$ cat src/rtl/alu_share_arbiter.sv
// Two-requester arbiter in front of one shared 16-bit ALU (IDLE/EXEC/DONE).
// ALU_ARB_RR_EN selects round-robin tie-break; otherwise req0 has fixed priority.
module alu_share_arbiter #(
  parameter int DW  = 16,
  parameter int OPW = 3
) (
  input  logic           clk,
  input  logic           rst_n,
  input  logic           req0,
  input  logic [OPW-1:0] op0,
  input  logic [DW-1:0]  a0,
  input  logic [DW-1:0]  b0,
  input  logic           req1,
  input  logic [OPW-1:0] op1,
  input  logic [DW-1:0]  a1,
  input  logic [DW-1:0]  b1,
  output logic           gnt0,
  output logic           gnt1,
  output logic           done0,
  output logic           done1,
  output logic [DW-1:0]  result,
  output logic           zero,
  output logic           busy,
  output logic [OPW-1:0] alu_op,
  output logic [DW-1:0]  alu_a,
  output logic [DW-1:0]  alu_b,
  input  logic [DW-1:0]  alu_result,
  input  logic           alu_zero
);

  typedef enum logic [1:0] {
    IDLE,
    EXEC,
    DONE
  } state_t;

  state_t state, state_nx;
  logic   last_win;
  logic   winner;
  logic   pick;
  logic   take;

  always_comb begin
    pick = 1'b0;
`ifdef ALU_ARB_RR_EN
    if (req0 && req1) pick = ~last_win;
    else              pick = req1;
`else
    // last_win never decides here: with req0 low, take implies req1
    pick = ~req0 & (req1 | last_win);
`endif
  end

  always_ff @(posedge clk or negedge rst_n) begin
    if (!rst_n) state <= IDLE;
    else        state <= state_nx;
  end

  always_comb begin
    state_nx = state;
    take     = 1'b0;
    unique case (state)
      IDLE: begin
        if (req0 || req1) begin
          take     = 1'b1;
          state_nx = EXEC;
        end
      end
      EXEC:    state_nx = DONE;
      DONE:    state_nx = IDLE;
      default: state_nx = IDLE;
    endcase
  end

  always_ff @(posedge clk or negedge rst_n) begin
    if (!rst_n) begin
      winner   <= 1'b0;
      last_win <= 1'b1;
      alu_op   <= '0;
      alu_a    <= '0;
      alu_b    <= '0;
      result   <= '0;
      zero     <= 1'b0;
    end else begin
      if (take) begin
        winner   <= pick;
        last_win <= pick;
        alu_op   <= pick ? op1 : op0;
        alu_a    <= pick ? a1  : a0;
        alu_b    <= pick ? b1  : b0;
      end
      if (state == EXEC) begin
        result <= alu_result;
        zero   <= alu_zero;
      end
    end
  end

  assign gnt0  = (state == EXEC) && !winner;
  assign gnt1  = (state == EXEC) &&  winner;
  assign done0 = (state == DONE) && !winner;
  assign done1 = (state == DONE) &&  winner;
  assign busy  = (state != IDLE);

endmodule

$ cat config.mk
export PLATFORM = sky130hd
export DESIGN_NAME = alu_share_arbiter
export DESIGN_NICKNAME = d
export VERILOG_FILES = /design/src/rtl/alu_share_arbiter.sv
export SDC_FILE = /design/constraint.sdc
export NUM_CORES = 1
export LEC_CHECK = 0
export BUFFER_PORTS_ARGS = -buffer_cell sky130_fd_sc_hd__buf_2
export CAP_MARGIN = 10
export CORE_ASPECT_RATIO = 1.2
export CORE_MARGIN = 2
export CORE_UTILIZATION = 45
export DETAILED_ROUTE_END_ITERATION = 8
export GPL_ROUTABILITY_DRIVEN = 0
export PLACE_DENSITY = 0.84
export SLEW_MARGIN = 25
export SYNTH_ARGS = -nofsm -noshare
export SYNTH_HDL_FRONTEND = slang
export SYNTH_SLANG_ARGS = --single-unit
export TNS_END_PERCENT = 20
$ cat constraint.sdc
create_clock -name clk -period 2.3 [get_ports clk]
set_input_delay 0.115 -clock clk [delete_from_list [all_inputs] [get_ports clk]]
set_output_delay 0.115 -clock clk [all_outputs]
set_load 0.05 [all_outputs]
==> flow_summary.ini <==
[timing]
clock.fmax_mhz = 496
rsz0062_at_grt = false
clock_skew_ps = 4.74
worst_slack_ps = 284
period_share_pct = 87.6
slew_headroom_pct = 43.9
hold_ws_ps = 26.4
setup_tns_ps = 0
finalCriticalPeriod_ps = 2020
hold_viol_final = 0
worst_pin_slew_ps = 841
drv_slew = 0
setup_viol = 0

[final_layout]
regArea_sq_um = 1380
stdcell_count = 420
fin_area_sq_um = 3360
antennaDiodeCount = 0
final_layout_size_suffix_gt1_share_pct = 51.1
final_common_cell = buf_2
area_delta_synth_final_pct = 35.5
utilization_pct = 63.4
nets = 449
layout_common_cells = buf_2 (147), dfrtp_1 (55), a22oi_1 (35), nand2_1 (35), a32oi_1 (34)
multi_input_area_sq_um = 987
fill_cells = 433

[floorplanning]
io_pins = 148
fp.dieW_um = 71.7
die_area_sq_um = 6120
initial_utilization_pct = 46.8
rows = 29
core_area_sq_um = 5300
die_h_um = 85.3

[synthesis]
yosys_warnings = 0
synth_area_per_cell_sq_um = 11.7
yosys-top-cells-area = dfrtp_1 (56%), a32oi_1 (12%), a22oi_1 (11%)
synthDistinctLibCells = 18
synth_top_area_cell = dfrtp_1
syn_area_sq_um = 2480
synth_nets = 303
syn_inst = 212
synth_seq_area_share_pct = 55.6
ys_ff_latch = 55
synth_top_cell_area_share_pct = 55.6

[route]
viasPerCell = 5.64
ant_nets = 0
totalWireLength_mm = 6.56
wl_per_cell_um = 15.6
drc = 0
dr_total_vias = 2370
dr.pass1.iters = 4
detail_route.iter0.violations = 195

[placement]
placed_cells = 412
io_buffers = 147
place_ws_ps = 360
hpwl_mm = 4.93
place_area_sq_um = 3260

[worst_setup_path]
arrival_ps = 1900
r2r_cells = 2
crit_type = flip-flop to primary output
startpoint_type = flip-flop
required_ps = 2180
rr_startpoint = state[1]
critPathMaxFanout = 22
regToRegEndpoint = result[3]
r2r_setup_slack_ps = 560
end_kind = primary output

[cts]
post_cts_buffers = 0
clk_latency_ps = 300
numCtsBuffers = 5
cts.sinks = 55
cts_buffer_depth = 2
clk_pin_slew_ps = 90
h-tree-depth = 2
cts-root-buf = clkbuf_8
cts_tree = yes

[run]
max-cap-violations = 0

[global_route]
grt_pass1_vias = 2384
grt-ovfl-total = 0
antenna_found_initial = 0
grt_max_degree = 33
grt_pass1_wl_mm = 10.6
grt.total_usage_pct = 21.9

[power]
p_int_mw = 2.68
p_sw_mw = 3.30
switching_share_pct = 55.1
power_mw = 5.98
leakagePower_nw = 1.72
seq_power_share_pct = 30.5
ir_worst_vdd_v = 0.00115
power.share.clock_pct = 8.8
power.share.combinational_pct = 60.7
pwr_density_cell_nw_per_um2 = 1780

[status]
outcome = finished clean

[worst_hold_path]
hold_depth = 2
hold_end = result[13]
min-delay-start = alu_result[13]
hp-class = primary input to flip-flop
==> how the worst max path moves through the flow <==
stage                  start  endpoint  slack (ps)
finish              state[0]      busy         280
global route        state[1]      gnt1         110
global placement    state[0]      busy         410
CTS                 state[0]      busy          10
detailed placement  state[0]      busy         360
floorplan           state[0]     done0         530
==> layout make-up <==
type                    instances  area share [%]
flip-flops and latches         55            41.0
repair buffers                157            24.2
clock buffers                   6            2.46
multi-input cells             135            29.4
well taps                      62            2.31
clock inverters                 1           0.149
inverters                       4           0.447
==> flip-flops by register name, indices dropped and copies added (netlist names) <==
signal and flops:
alu_a 16, alu_b 16, result 16, alu_op 3, state 2, winner 1
zero 1
==> metal layers <==
metal / routed length [um] / part of all wire (%) / GRT usage (%) / up-vias
li1: - / - / - / 1106
met3: 665 / 10 / 6.89 / 7
met5: 0 / 0 / 0 / -
met1: 2450 / 37 / 24.4 / 1135
met2: 3380 / 51 / 39.2 / 122
met4: 65 / 0.99 / 7.03 / 0
==> worst max-delay path, stage by stage, from the launching register on <==
cell	delay, ps
dfrtp_1	520
or2_2	460
buf_4	310
buf_2	300
==> Yosys cell counts, drive strengths merged <==
| cell | count |
|---|---|
| dfrtp | 55 |
| o21ai | 1 |
| clkinv | 1 |
| a2bb2oi | 1 |
| buf | 12 |
| inv | 3 |
| nand2b | 1 |
| a32oi | 34 |
| clkbuf | 6 |
| or2 | 1 |
| nand2 | 35 |
| a22oi | 35 |
| nor2 | 6 |
| nor3b | 4 |
| mux2 | 17 |
==> logic make-up (layout without fill, tap and decap cells) <==
kind of cell           Yosys count  after routing  share of synthesized area (%)
AOI/OAI and AO/OA               71             71                           23.2
buffers and inverters           22            168                           4.70
muxes                           17             17                           7.73
and+or+nand+nor                 47             47                           8.84
DFF                             55             55                           55.6
==> timing repair <==
action | in CTS | in global routing
gates resized for setup | 0 | 1
hold endpoints to repair | 31 | 0
hold buffers | 1 | 0
endpoints found under the setup margin | 0 | 1
==> power groups by stage <==
stage               Clock (mW)  Combinational, mW  Sequential, mW
detailed placement           0               3.66            1.83
finish                   0.527               3.63            1.82
global placement             0               3.58            1.80
floorplan                    0               1.20            3.44
CTS                      0.545               3.66            1.82
global route             0.577               3.84            1.89
No activity file was read; power rests on OpenSTA's default activity.
